$ cat src/rtl/eth_pkg.sv
// rtl/eth_pkg.sv - shared Ethernet TX constants, state type and CRC-32 byte step
// GMII_TX_FCS_EN adds the FCS state to tx_state_t.
package eth_pkg;

   localparam logic [7:0]  ETH_PREAMBLE    = 8'h55;
   localparam logic [7:0]  ETH_SFD         = 8'hD5;
   localparam logic [31:0] CRC32_POLY      = 32'hEDB88320;
   localparam logic [31:0] CRC32_INIT      = 32'hFFFFFFFF;
   localparam int          len_max_payload = 1514;

   typedef enum logic [2:0] {
      ST_IDLE,
      ST_PREAMBLE,
      ST_SFD,
      ST_PAYLOAD,
      ST_PAD,
`ifdef GMII_TX_FCS_EN
      ST_FCS,
`endif
      ST_DROP,
      ST_IFG
   } tx_state_t;

   // Reflected CRC-32, one byte per call, LSB first.
   function automatic logic [31:0] crc32_byte(input logic [31:0] crc, input logic [7:0] data);
      logic [31:0] c;
      c = crc ^ {24'h000000, data};
      for (int i = 0; i < 8; i++) begin
         c = c[0] ? ((c >> 1) ^ CRC32_POLY) : (c >> 1);
      end
      return c;
   endfunction

endpackage

$ cat src/rtl/crc32_d8.sv
// rtl/crc32_d8.sv - combinational CRC-32 step, 8 bits per cycle
// Used by gmii_tx_ctrl only when GMII_TX_FCS_EN is defined.
module crc32_d8
   import eth_pkg::*;
(
   input  logic        clr_i,
   input  logic        en_i,
   input  logic [7:0]  data_i,
   input  logic [31:0] crc_i,
   output logic [31:0] crc_o
);

   always_comb begin
      crc_o = crc_i;
      if (clr_i) begin
         crc_o = CRC32_INIT;
      end else if (en_i) begin
         crc_o = crc32_byte(crc_i, data_i);
      end
   end

endmodule

$ cat src/rtl/gmii_tx_ctrl.sv
// rtl/gmii_tx_ctrl.sv - GMII transmit frame sequencer (preamble, SFD, payload, pad, FCS, IFG)
// Define GMII_TX_FCS_EN to append a CRC-32 FCS; otherwise the upstream block supplies it.
module gmii_tx_ctrl
   import eth_pkg::*;
#(
   parameter int PREAMBLE_LEN = 7,
   parameter int MIN_FRAME    = 60,
   parameter int MAX_FRAME    = len_max_payload,
   parameter int IFG_BYTES    = 12
) (
   input  logic       clk,
   input  logic       rst,
   input  logic [7:0] s_data,
   input  logic       s_valid,
   input  logic       s_last,
   output logic       s_ready,
   output logic [7:0] gmii_txd,
   output logic       gmii_tx_en,
   output logic       gmii_tx_er,
   output logic       busy,
   output logic       underrun
);

   localparam logic [13:0] MIN_CNT  = 14'(MIN_FRAME);
   localparam logic [13:0] MAX_CNT  = 14'(MAX_FRAME);
   localparam logic [3:0]  PRE_LAST = 4'(PREAMBLE_LEN - 1);
   localparam logic [3:0]  IFG_LAST = 4'(IFG_BYTES - 1);

`ifdef GMII_TX_FCS_EN
   localparam tx_state_t ST_END = ST_FCS;
`else
   localparam tx_state_t ST_END = ST_IFG;
`endif

   tx_state_t   state_q;
   logic [3:0]  cnt_q;
   logic [13:0] byte_cnt_q;
   logic [13:0] byte_cnt_d;
   logic [7:0]  txd_q;
   logic        tx_en_q;
   logic        tx_er_q;
   logic        underrun_q;

   assign byte_cnt_d = (byte_cnt_q == 14'h3FFF) ? byte_cnt_q : byte_cnt_q + 14'd1;

`ifdef GMII_TX_FCS_EN
   logic [31:0] crc_q;
   logic [31:0] crc_d;
   logic [31:0] fcs_w;
   logic        crc_en;

   assign crc_en = ((state_q == ST_PAYLOAD) && s_valid && (byte_cnt_q != MAX_CNT))
                   || (state_q == ST_PAD);
   assign fcs_w  = ~crc_q;

   crc32_d8 u_crc (
      .clr_i  (state_q == ST_SFD),
      .en_i   (crc_en),
      .data_i ((state_q == ST_PAD) ? 8'h00 : s_data),
      .crc_i  (crc_q),
      .crc_o  (crc_d)
   );

   always_ff @(posedge clk) begin
      if (!rst) begin
         crc_q <= CRC32_INIT;
      end else begin
         crc_q <= crc_d;
      end
   end
`endif

   // Outputs are registered one cycle behind the state that decides them;
   // IDLE already drives the first preamble byte so the IFG stays exactly IFG_BYTES.
   always_ff @(posedge clk) begin
      if (!rst) begin
         state_q    <= ST_IDLE;
         cnt_q      <= '0;
         byte_cnt_q <= '0;
         txd_q      <= 8'h00;
         tx_en_q    <= 1'b0;
         tx_er_q    <= 1'b0;
         underrun_q <= 1'b0;
      end else begin
         txd_q      <= 8'h00;
         tx_en_q    <= 1'b0;
         tx_er_q    <= 1'b0;
         underrun_q <= 1'b0;
         case (state_q)
            ST_IDLE: begin
               if (s_valid) begin
                  state_q <= ST_PREAMBLE;
                  txd_q   <= ETH_PREAMBLE;
                  tx_en_q <= 1'b1;
                  cnt_q   <= 4'd1;
               end
            end
            ST_PREAMBLE: begin
               txd_q   <= ETH_PREAMBLE;
               tx_en_q <= 1'b1;
               if (cnt_q >= PRE_LAST) begin
                  state_q <= ST_SFD;
               end else begin
                  cnt_q <= cnt_q + 4'd1;
               end
            end
            ST_SFD: begin
               txd_q      <= ETH_SFD;
               tx_en_q    <= 1'b1;
               byte_cnt_q <= '0;
               state_q    <= ST_PAYLOAD;
            end
            ST_PAYLOAD: begin
               tx_en_q <= 1'b1;
               cnt_q   <= '0;
               if (!s_valid || (byte_cnt_q == MAX_CNT)) begin
                  tx_er_q    <= 1'b1;
                  underrun_q <= 1'b1;
                  state_q    <= (s_valid && s_last) ? ST_IFG : ST_DROP;
               end else begin
                  txd_q      <= s_data;
                  byte_cnt_q <= byte_cnt_d;
                  if (s_last) begin
                     state_q <= (byte_cnt_d < MIN_CNT) ? ST_PAD : ST_END;
                  end
               end
            end
            ST_PAD: begin
               tx_en_q    <= 1'b1;
               byte_cnt_q <= byte_cnt_d;
               cnt_q      <= '0;
               if (byte_cnt_d >= MIN_CNT) begin
                  state_q <= ST_END;
               end
            end
`ifdef GMII_TX_FCS_EN
            ST_FCS: begin
               txd_q   <= fcs_w[{cnt_q[1:0], 3'b000} +: 8];
               tx_en_q <= 1'b1;
               if (cnt_q[1:0] == 2'd3) begin
                  cnt_q   <= '0;
                  state_q <= ST_IFG;
               end else begin
                  cnt_q <= cnt_q + 4'd1;
               end
            end
`endif
            ST_DROP: begin
               cnt_q <= '0;
               if (s_valid && s_last) begin
                  state_q <= ST_IFG;
               end
            end
            ST_IFG: begin
               if (cnt_q >= IFG_LAST) begin
                  cnt_q   <= '0;
                  state_q <= ST_IDLE;
               end else begin
                  cnt_q <= cnt_q + 4'd1;
               end
            end
            default: state_q <= ST_IDLE;
         endcase
      end
   end

   assign s_ready    = (state_q == ST_PAYLOAD) || (state_q == ST_DROP);
   assign busy       = (state_q != ST_IDLE);
   assign gmii_txd   = txd_q;
   assign gmii_tx_en = tx_en_q;
   assign gmii_tx_er = tx_er_q;
   assign underrun   = underrun_q;

endmodule

$ cat config.mk
export PLATFORM = sky130hd
export DESIGN_NAME = gmii_tx_ctrl
export DESIGN_NICKNAME = d
export VERILOG_FILES = /design/src/rtl/eth_pkg.sv /design/src/rtl/crc32_d8.sv /design/src/rtl/gmii_tx_ctrl.sv
export SDC_FILE = /design/constraint.sdc
export NUM_CORES = 1
export LEC_CHECK = 0
export CORE_MARGIN = 8
export CORE_UTILIZATION = 50
export CTS_CLUSTER_DIAMETER = 60
export DETAILED_ROUTE_END_ITERATION = 12
export PLACE_DENSITY = 0.73
export SLEW_MARGIN = 20
export SYNTH_ARGS = -nofsm -noshare
export SYNTH_HDL_FRONTEND = slang
export SYNTH_SLANG_ARGS = --single-unit
$ cat constraint.sdc
create_clock -name clk -period 2.38 [get_ports clk]
set_clock_uncertainty 0.1 [all_clocks]
set_input_delay 0.238 -clock clk [delete_from_list [all_inputs] [get_ports clk]]
set_output_delay 0.238 -clock clk [all_outputs]
set_load 0.005 [all_outputs]
==> impl_results.md, run 1 <==
- Initial antenna violation count: 0
- Tmin final: 2.307 ns
- Setup-failing EPs final: 0
- Area Growth Syn to Fin: 26.98%
- H-tree depth: 2
- Synth cell count leaders: dfxtp_1 (31), nor2_1 (24), nand2_1 (19), clkbuf_1 (15)
- Most common cell in the netlist: dfxtp_1
- IO buf count: 24
- First-pass GRT wire length: 8.245 mm
- Leakage Power: 0.0009439 µW
- CTS Sinks: 31
- Multi-input logic area: 0.001250 mm²
- Post-route antenna net violation count: 0
- Synthesized area: 0.001994 mm²
- CP max stage delay: 0.47 ns
- Initial core utilization: 0.5096
- Die W: 79.16 µm
- Critical path class: reg -> reg
- Worst setup EP type: register
- Vias: 1,944
- RD Place Congestion: 0.8958
- Number of synthesized register bits: 31
- Max IR drop VDD: 0.5203 mV
- Part of the cycle the worst path needs: 0.9692
- PnR worst setup slack: 0.07322 ns
- Max clock buf depth: 2
- IO Count: 25
- CTS Root Cell: clkbuf_8
- Reg2reg setup slack: 0.07 ns
- Row cnt: 23
- Reg clk slew, reported paths: 0.06 ns
- Fin cells: 338
- Layout cell share with drive strength beyond 1: 0.1806
- Max-slew headroom: 0.6357
- Max-cap violations: 0
- Number of synthesized flops with an enable pin: 0
- Die height: 79.16 µm
- Maximum clock rate: 433.5 MHz
- Total gr overflow: 0
- Synth async-reset ratio: 0
- Dpl cells: 326
- Final HPWL DP: 3.698 mm
- Storage element area: 621.8 µm²
- Synth top area share: 0.3112
- CTS Buf Count: 5
- Final WL: 4.938 mm
- Pre-CTS WS: 0.09408 ns
- Pwr dens: 627.7 mW/mm²
- WP data required: 2.47 ns
- Final Hold Viols: 0
- Diode count: 0
- Worst Tran Pin Value: 0.5380 ns
- Worst Path Max Fanout: 17
- Largest area contributor in the netlist: dfxtp_1
- Syn Area/Cell: 8.042 µm²
- Vias in the first global route: 1,745
- Status: finished, final reports clean
- Die area: 0.006266 mm²
- RSZ-0062 raised after global routing: true
- DR iter-0 viols: 125
- CP Launch Type: register
- Most used flip-flop cell after synthesis: dfxtp_1
- CP max stage cell: or4bb_4
- CP cell instances: inv_1 > ha_1 > or4bb_4 > o41ai_4 > o21a_2 > nor2_1 > a311oi_1
- Vias per cell: 5.751
- Total track usage: 0.1627
- Layout Utilization: 0.6471
- Worst-skew pair later-pin latency: 0.28 ns
- Drt pass-1 iters: 5
- TritonCTS clock tree: done
- Synthesized instance count: 248
- Routed len/inst: 14.61 µm
- Hold Slack: 0.4143 ns
- DRC: 0
- Setup TNS after final layout: 0 ns
- Worst Path Arrival: 2.40 ns
- Largest net degree at the start of global routing: 23
- Fill cells: 357
- Distinct cells, synth: 60
- # nets final: 304
- Hold Crit Class: in -> reg
- Core area: 0.003914 mm²
- Top cells by area, synth: dfxtp_1 (31%), nor2_1 (4.5%), nand2_1 (3.6%)
- YS warnings: 0
- Register area share after synthesis: 0.3112
- Syn_nets: 264
- Final slew viol count: 0
flip-flops by register name, indices dropped and copies added (netlist names):
| register | cells |
|---|---|
| byte_cnt_q | 14 |
| cnt_q | 4 |
| gmii_tx_en | 1 |
| gmii_txd | 8 |
| state_q | 3 |
| underrun | 1 |
critical path: cells and delay by family (launching register included):
kind | cells | cell delay (ns)
compound gates | 3 | 1.00
simple gates | 2 | 0.64
flops | 1 | 0.31
fa+ha+maj | 1 | 0.12
buf+inv | 1 | 0.05
area by class of cell:
cell class / instances / area share
Multi-Input combinational cell: 190 / 0.4936
Sequential cell: 31 / 0.2456
Timing Repair Buffer: 55 / 0.1882
Clock buffer: 6 / 0.02866
Tap cell: 50 / 0.02470
Clock inverter: 1 / 0.01186
Inverter: 5 / 0.007411
where the power goes:
part	total, µW	switching [µW]	internal, µW
registers	620	52.3	568
clock network	488	181	306
logic	482	241	241
layout by cell type (no fill, tap or decap), types with 3 or more instances in the layout:
cell,synthesis,layout
clkdlybuf4s50_1,0,24
ha_1,4,4
clkbuf_8,0,5
nand3b_1,4,4
a211oi_1,3,3
and2_1,5,5
a21boi_1,5,5
xnor2_1,5,5
buf_4,1,30
o21a_1,4,4
and3_1,4,4
or3_1,4,4
o21ai_0,11,11
o21ai_1,6,5
nand2b_1,7,7
nor2_1,24,24
nand4_1,11,11
a31oi_1,3,3
nand3_1,9,9
xor2_1,3,3
inv_1,5,5
and4_1,5,5
a21oi_1,11,11
nor3_1,4,4
dfxtp_1,31,30
nand2_1,19,19
final timing paths:
check	start	endpoint	cells past startpoint
worst max register to register	byte_cnt_q[0]	byte_cnt_q[2]	7
worst max-delay path	byte_cnt_q[0]	byte_cnt_q[2]	7
worst min register to register	cnt_q[1]	cnt_q[1]	2
worst min-delay path	s_data[0]	gmii_txd[0]	3
cells by family (layout without fill, tap and decap cells):
| family | count (synthesis) | count (layout) | synth area share |
|---|---|---|---|
| and+or+nand+nor | 109 | 109 | 0.3043 |
| muxes | 3 | 3 | 0.01568 |
| AOI/OAI and AO/OA | 66 | 66 | 0.2428 |
| adders and majority gates | 4 | 4 | 0.02510 |
| xor gates and xnor gates | 8 | 8 | 0.03513 |
| buffers and inverters | 27 | 67 | 0.06587 |
| DFF | 31 | 31 | 0.3112 |
per-stage QoR:
step / power, µW / cell area [µm²]
CTS: 1588 / 2482
global route: 1697 / 2532
global placement: 1087 / 2380
finish: 1590 / 2532
floorplan: 903.3 / 1994
detailed placement: 1096 / 2380
layer usage:
metal | wire length [µm] | vias up | track usage | part of all wire
met1 | 2222 | 902 | 0.2017 | 0.45
met3 | 252 | 8 | 0.03950 | 0.051
li1 | - | 985 | - | -
met2 | 2392 | 49 | 0.2671 | 0.48
met4 | 72 | 0 | 0.05741 | 0.015
met5 | 0 | - | 0 | 0
repair_timing:
action / in CTS / in global routing
setup endpoints to repair: 0 / 9
hold buffers: 0 / 0
setup buffers: 0 / 5
resized for setup: 0 / 4
Power figures use the tool's default switching activity.
==> run 2: changes to the inputs <==
CAP_MARGIN = 40   (was default)
PLACE_DENSITY = 0.83   (was 0.73)
==> run 2 against run 1 <==
Clock power is 3% higher. Critical path depth is 2 higher. Highest routed layer unchanged. Global-route usage is 1.2 points higher. Combinational power is 6.2% higher. Die area stayed put. Hold slack better by 0.00084 ns. First-iteration DRC count is 56% higher. Critical path type unchanged.
==> impl_results.md, run 2 (synthesis gave the netlist of run 1 again) <==
- Post-route antenna net violation count: 0 (unchanged)
- Die area: 0.006266 mm² (unchanged)
- DRC: 0 (unchanged)
- Drt pass-1 iters: 5 (unchanged)
- CP Launch Type: register
- Worst path depth: 9 (+2)
- Status: finished, final reports clean
- Pwr dens: 636.8 mW/mm² (+1.4%)
- # nets final: 303 (-0.33%)
- Dpl cells: 327 (+0.31%)
- Hold Crit Class: reg -> reg
- Layout cell share with drive strength beyond 1: 0.2056 (+0.02502)
- Final HPWL DP: 3.785 mm (+2.4%)
- Worst setup EP type: register
- CTS Sinks: 31 (unchanged)
- CP cell instances: inv_2 > ha_1 > or4bb_4 > o41ai_4 > buf_6 > o21ai_4 > a21oi_4 > o21ai_2 > a21boi_1
- Hold Buf Count CTS: 0 (unchanged)
- Vias per cell: 5.973 (+3.9%)
- Leakage Power: 0.0009433 µW (about the same)
- IO buf count: 24 (unchanged)
- Fill cells: 336 (-5.9%)
- Row cnt: 23 (unchanged)
- CP Capture Point: byte_cnt_q[3]
- Max IR drop VDD: 0.5085 mV (-2.3%)
- Part of the cycle the worst path needs: 0.9808 (+0.01161)
- Max-slew headroom: 0.5726 (-0.06305)
- Worst Path Arrival: 2.45 ns (+0.05 ns)
- Tmin final: 2.334 ns (+0.02762 ns)
- Vias: 2,013 (+3.5%)
- Worst-skew pair later-pin latency: 0.29 ns (about the same)
- Total gr overflow: 0 (unchanged)
- CP max stage cell: or4bb_4
- Die W: 79.16 µm (unchanged)
- WP data required: 2.49 ns (+0.02 ns)
- Routed len/inst: 16.66 µm (+14%)
- Most common cell after layout, fill and taps aside: dfxtp_1
- Final WL: 5.615 mm (+14%)
- Diode count: 0 (unchanged)
- Max-cap violations: 0 (unchanged)
- First-pass GRT wire length: 8.894 mm (+7.9%)
- Top reg by flops: byte_cnt_q
- Max clock buf depth: 2 (unchanged)
- Largest net degree at the start of global routing: 19 (-17%)
- Area Growth Syn to Fin: 28.80%
- PnR worst setup slack: 0.04560 ns (-0.02762 ns)
- Pre-CTS WS: 0.1137 ns (+0.01962 ns)
- Most frequent cells in the layout: dfxtp_1 (30), buf_4 (28), nor2_1 (24), clkdlybuf4s50_1 (24), nand2_1 (19)
- Setup crit start: byte_cnt_q[0]
- Max reg flops: 14 (unchanged)
- Fin cells: 337 (-0.30%)
- Total track usage: 0.1746 (+0.01184)
- CTS Root Cell: clkbuf_8
- Reg clk slew, reported paths: 0.07 ns (about the same)
- R2R depth: 9 (+2)
- CP max stage delay: 0.46 ns (about the same)
- Worst Tran Pin Value: 0.6311 ns (+0.09310 ns)
- Setup-failing EPs final: 0 (unchanged)
- Vias in the first global route: 1,929 (+11%)
- Final slew viol count: 0 (unchanged)
- CP Buf/Inv Count: 2 (+1)
- Delay-heaviest family, CP: compound AO/OA/AOI/OAI gates
- CTS Buf Count: 5 (unchanged)
- R2r endpoint: byte_cnt_q[3]
- IO Count: 25 (unchanged)
- Worst Path Max Fanout: 7 (-10)
- H-tree depth: 2 (unchanged)
- DR iter-0 viols: 195 (+56%)
- Critical path class: reg -> reg
- Core area: 0.003914 mm² (unchanged)
- Initial core utilization: 0.5096 (unchanged)
- TritonCTS clock tree: done
- Reg2reg setup slack: 0.05 ns (-0.03 ns)
- FF-to-FF Start: byte_cnt_q[0]
- RSZ-0062 raised after global routing: true
- Die height: 79.16 µm (unchanged)
- Final Hold Viols: 0 (unchanged)
- Initial antenna violation count: 0 (unchanged)
- Maximum clock rate: 428.4 MHz (-1.2%)
- RD Place Congestion: 0.9601 (+7.2%)
-- run 2: changes by cell type in the layout (fill, tap and decap cells not counted), sizes merged --
| cell | before | now |
|---|---|---|
| buf | 31 | 30 |
-- run 2: worst min path at each step --
| stage | start | to | slack [ns] | depth (start not counted) |
|---|---|---|---|---|
| 6_report | byte_cnt_q[13] | byte_cnt_q[13] | 0.42 | 2 |
| 5_1_grt | s_data[2] | gmii_txd[2] | 0.41 | 3 |
| 4_1_cts | s_data[2] | gmii_txd[2] | 0.41 | 3 |
| 3_5_place_dp | byte_cnt_q[13] | byte_cnt_q[13] | 0.41 | 2 |
| 3_3_place_gp | cnt_q[1] | cnt_q[1] | 0.41 | 2 |
| 2_1_floorplan | s_data[1] | gmii_txd[1] | 0.26 | 1 |
-- run 2: layout make-up --
cell class	count	area [µm²]	share of cell area
flip-flops and latches	31	621.8	0.2421
repair buffers	54	481.7	0.1875
clock inverters	1	30.03	0.01169
clock buffers	6	72.57	0.02825
inverters	5	18.77	0.007306
well taps	50	62.56	0.02435
multi-input cells	190	1281	0.4988
-- run 2: timing repair --
item / CTS / global route
gates resized for setup: 0 / 13
hold endpoints to repair: 0 / 0
endpoints found under the setup margin: 0 / 7
setup buffers: 0 / 3
-- run 2: metrics by stage --
stage	total power (µW)	TNS (ns)	cell area (µm²)	hold slack [ns]	util
final	1636	0	2569	0.4151	0.6563
after global routing	1726	-0.3322	2569	0.4084	0.6563
after CTS	1616	0	2490	0.4059	0.6362
after detailed placement	1108	0	2387	0.4058	0.6100
after global placement	1094	0	2387	0.4063	0.6100
after floorplan	903.3	0	1994	0.2597	-
-- run 2: tightest hold or removal path: cells and delay by family, from the launching register on --
kind            cells  cell delay, ns
compound gates      1            0.06
flops               1            0.34
simple gates        1            0.06
-- run 2: where the power goes --
part / switching [µW] / internal (µW) / total, µW
Sequential: 51.6 / 567 / 618
Clock: 198 / 307 / 505
Combinational: 266 / 246 / 512
Total: 516 / 1120 / 1640
-- run 2: metal layers --
| metal | wire length [µm] | track usage |
|---|---|---|
| met5 | 0 | 0 |
| met1 | 2322 | 0.1960 |
| met3 | 284 | 0.04628 |
| met4 | 118 | 0.05926 |
| met2 | 2889 | 0.3098 |
==> run 3: changes to the inputs <==
PLACE_DENSITY = 0.86   (was 0.83)
clock period = 1.95 ns   (was 2.38 ns; I/O delays follow)
==> run 3 against run 2 <==
The flow now finishes with violations (negative setup slack). Flip-flop and latch count stayed put. Non-clock buffer count is 28 higher. Utilization is 10 points higher. Global-route usage is 2.2 points higher. Cell count is 8.6% higher. Critical endpoint is now byte_cnt_q[13]. Largest power group is now combinational logic. Highest routed layer unchanged.
==> impl_results.md, run 3 (synthesis gave the netlist of run 1 again) <==
- Routed len/inst: 17.93 µm (+7.6%)
- Final WL: 6.563 mm (+17%)
- Critical path class: reg -> reg
- Max IR drop VDD: 0.5052 mV (-0.66%)
- Max clock buf depth: 2 (unchanged)
- DR iter-0 viols: 174 (-11%)
- Total track usage: 0.1963 (+0.02179)
- Largest net degree at the start of global routing: 13 (-6)
- Worst-skew pair later-pin latency: 0.29 ns (about the same)
- Die height: 79.16 µm (unchanged)
- Final slew viol count: 0 (unchanged)
- Worst Path Arrival: 2.37 ns (-0.08 ns)
- Top reg by flops: byte_cnt_q
- Maximum clock rate: 440.8 MHz (+2.9%)
- Vias in the first global route: 2,189 (+13%)
- Failing checks: negative setup slack
- Fill cells: 261 (-22%)
- Setup-failing EPs final: 26 (+26)
- Met3 WL: 440 µm (+55%)
- Layout cell share with drive strength beyond 1: 0.3449 (+0.1394)
- PnR worst setup slack: -0.3185 ns (-0.3641 ns)
- Core area: 0.003914 mm² (unchanged)
- Max-cap violations: 0 (unchanged)
- Hold Buf Count CTS: 0 (unchanged)
- Tmin final: 2.269 ns (-0.06587 ns)
- CP max stage delay: 0.47 ns (about the same)
- Most frequent cells in the layout: buf_4 (51), dfxtp_1 (25), clkdlybuf4s50_1 (23), nor2_1 (19), nand2_1 (19)
- Total gr overflow: 0 (unchanged)
- Reg clk slew, reported paths: 0.06 ns (about the same)
- Fin cells: 366 (+8.6%)
- Worst Tran Pin Value: 0.4910 ns (-0.1401 ns)
- First-pass GRT wire length: 9.936 mm (+12%)
- Diode count: 0 (unchanged)
- DRC: 0 (unchanged)
- DR top layer: met4
- # nets final: 331 (+9.2%)
- CTS Root Cell: clkbuf_8
- Vias: 2,236 (+11%)
- IO Count: 25 (unchanged)
- H-tree depth: 2 (unchanged)
- Part of the cycle the worst path needs: 1.163 (+0.1825)
- Fin area: 0.002973 mm² (+16%)
- Post-route antenna net violation count: 0 (unchanged)
- TritonCTS clock tree: done
- Area Growth Syn to Fin: 49.06%
- IO buf count: 24 (unchanged)
- Initial core utilization: 0.5096 (unchanged)
- WL met1: 2.488 mm (+7.1%)
- Status: finished, violations left
- Row cnt: 23 (unchanged)
- Worst setup EP type: register
- CP cell instances: inv_2 > ha_4 > or4bb_4 > o41ai_4 > buf_4 > buf_6 > o21ai_4 > a21oi_4 > a21oi_1 > o22ai_1
- Die W: 79.16 µm (unchanged)
- Met2 WL post-DR: 3.442 mm (+19%)
- RSZ-0062 raised after global routing: true
- CTS Sinks: 31 (unchanged)
- Dpl cells: 351 (+7.3%)
- Most common cell after layout, fill and taps aside: buf_4
- Die area: 0.006266 mm² (unchanged)
- CP Launch Type: register
- Initial antenna violation count: 0 (unchanged)
- RD Place Congestion: 0.9278 (-3.4%)
- CP max stage cell: or4bb_4
- Pwr dens: 742.8 mW/mm² (+17%)
- Leakage Power: 0.001144 µW (+21%)
- WP data required: 2.05 ns (-0.44 ns)
- Hold Crit Class: in -> reg
- Worst Path Max Fanout: 7 (unchanged)
- Drt pass-1 iters: 4 (-1)
- Max reg flops: 14 (unchanged)
- Max-slew headroom: 0.6716 (+0.09900)
- Placed cell area: 0.002618 mm² (+9.6%)
- Vias per cell: 6.109 (+2.3%)
- CTS Buf Count: 5 (unchanged)
- Final Hold Viols: 0 (unchanged)
- Setup TNS after final layout: -4.820 ns (-4.820 ns)
- Final HPWL DP: 4.178 mm (+10%)
==> run 3: through the flow <==
| stage | setup slack (ns) | hold slack [ns] | util | total power, µW |
|---|---|---|---|---|
| after detailed placement | -0.3348 | 0.4132 | 0.6688 | 1433 |
| after floorplan | -0.1746 | 0.2167 | - | 1112 |
| after CTS | -0.2720 | 0.3535 | 0.7347 | 2150 |
| after global placement | -0.2274 | 0.4070 | 0.6688 | 1412 |
| final | -0.3185 | 0.3544 | 0.7596 | 2208 |
| after global routing | -0.3917 | 0.3872 | 0.7596 | 2299 |
==> run 3: critical path, delay by kind of cell, from the launching register on <==
kind / cells / cell delay (ns)
compound gates: 5 / 0.82
fa+ha+maj: 1 / 0.11
buf+inv: 3 / 0.36
flops: 1 / 0.33
simple gates: 1 / 0.47
==> run 3: layer usage <==
layer,vias up,global-route usage
li1,1039,-
met1,1069,0.2053
met2,104,0.3615
met3,24,0.04289
met4,0,0.09444
met5,-,0
==> run 3: path summary, 6_finish.rpt <==
| check | startpoint | end | slack, ns | cells past startpoint |
|---|---|---|---|---|
| worst max-delay path | byte_cnt_q[0] | byte_cnt_q[13] | -0.32 | 10 |
| worst min-delay path | s_data[2] | gmii_txd[2] | 0.35 | 3 |
| worst max register to register | byte_cnt_q[0] | byte_cnt_q[13] | -0.32 | 10 |
| worst min register to register | cnt_q[0] | cnt_q[0] | 0.46 | 3 |
==> run 3: cell type report <==
type | instances | area (µm²) | area share
tap | 50 | 62.56 | 0.02104
clock inverter | 2 | 35.03 | 0.01178
clock buffer | 6 | 82.58 | 0.02778
inverter | 5 | 18.77 | 0.006313
timing repair buffer | 82 | 732.0 | 0.2462
sequential | 31 | 630.6 | 0.2121
multi-input combinational | 190 | 1411 | 0.4747
==> run 3: where the power goes <==
part	internal [µW]	switching (µW)
registers	697	54.2
logic	396	395
clock network	413	252
==> run 3: timing repair <==
action                                  in CTS  in global routing
pin swaps                                   18                 15
endpoints found under the setup margin      29                 30
resized for setup                           23                 18
gates cloned                                 1                  1
setup buffers                                4                  3
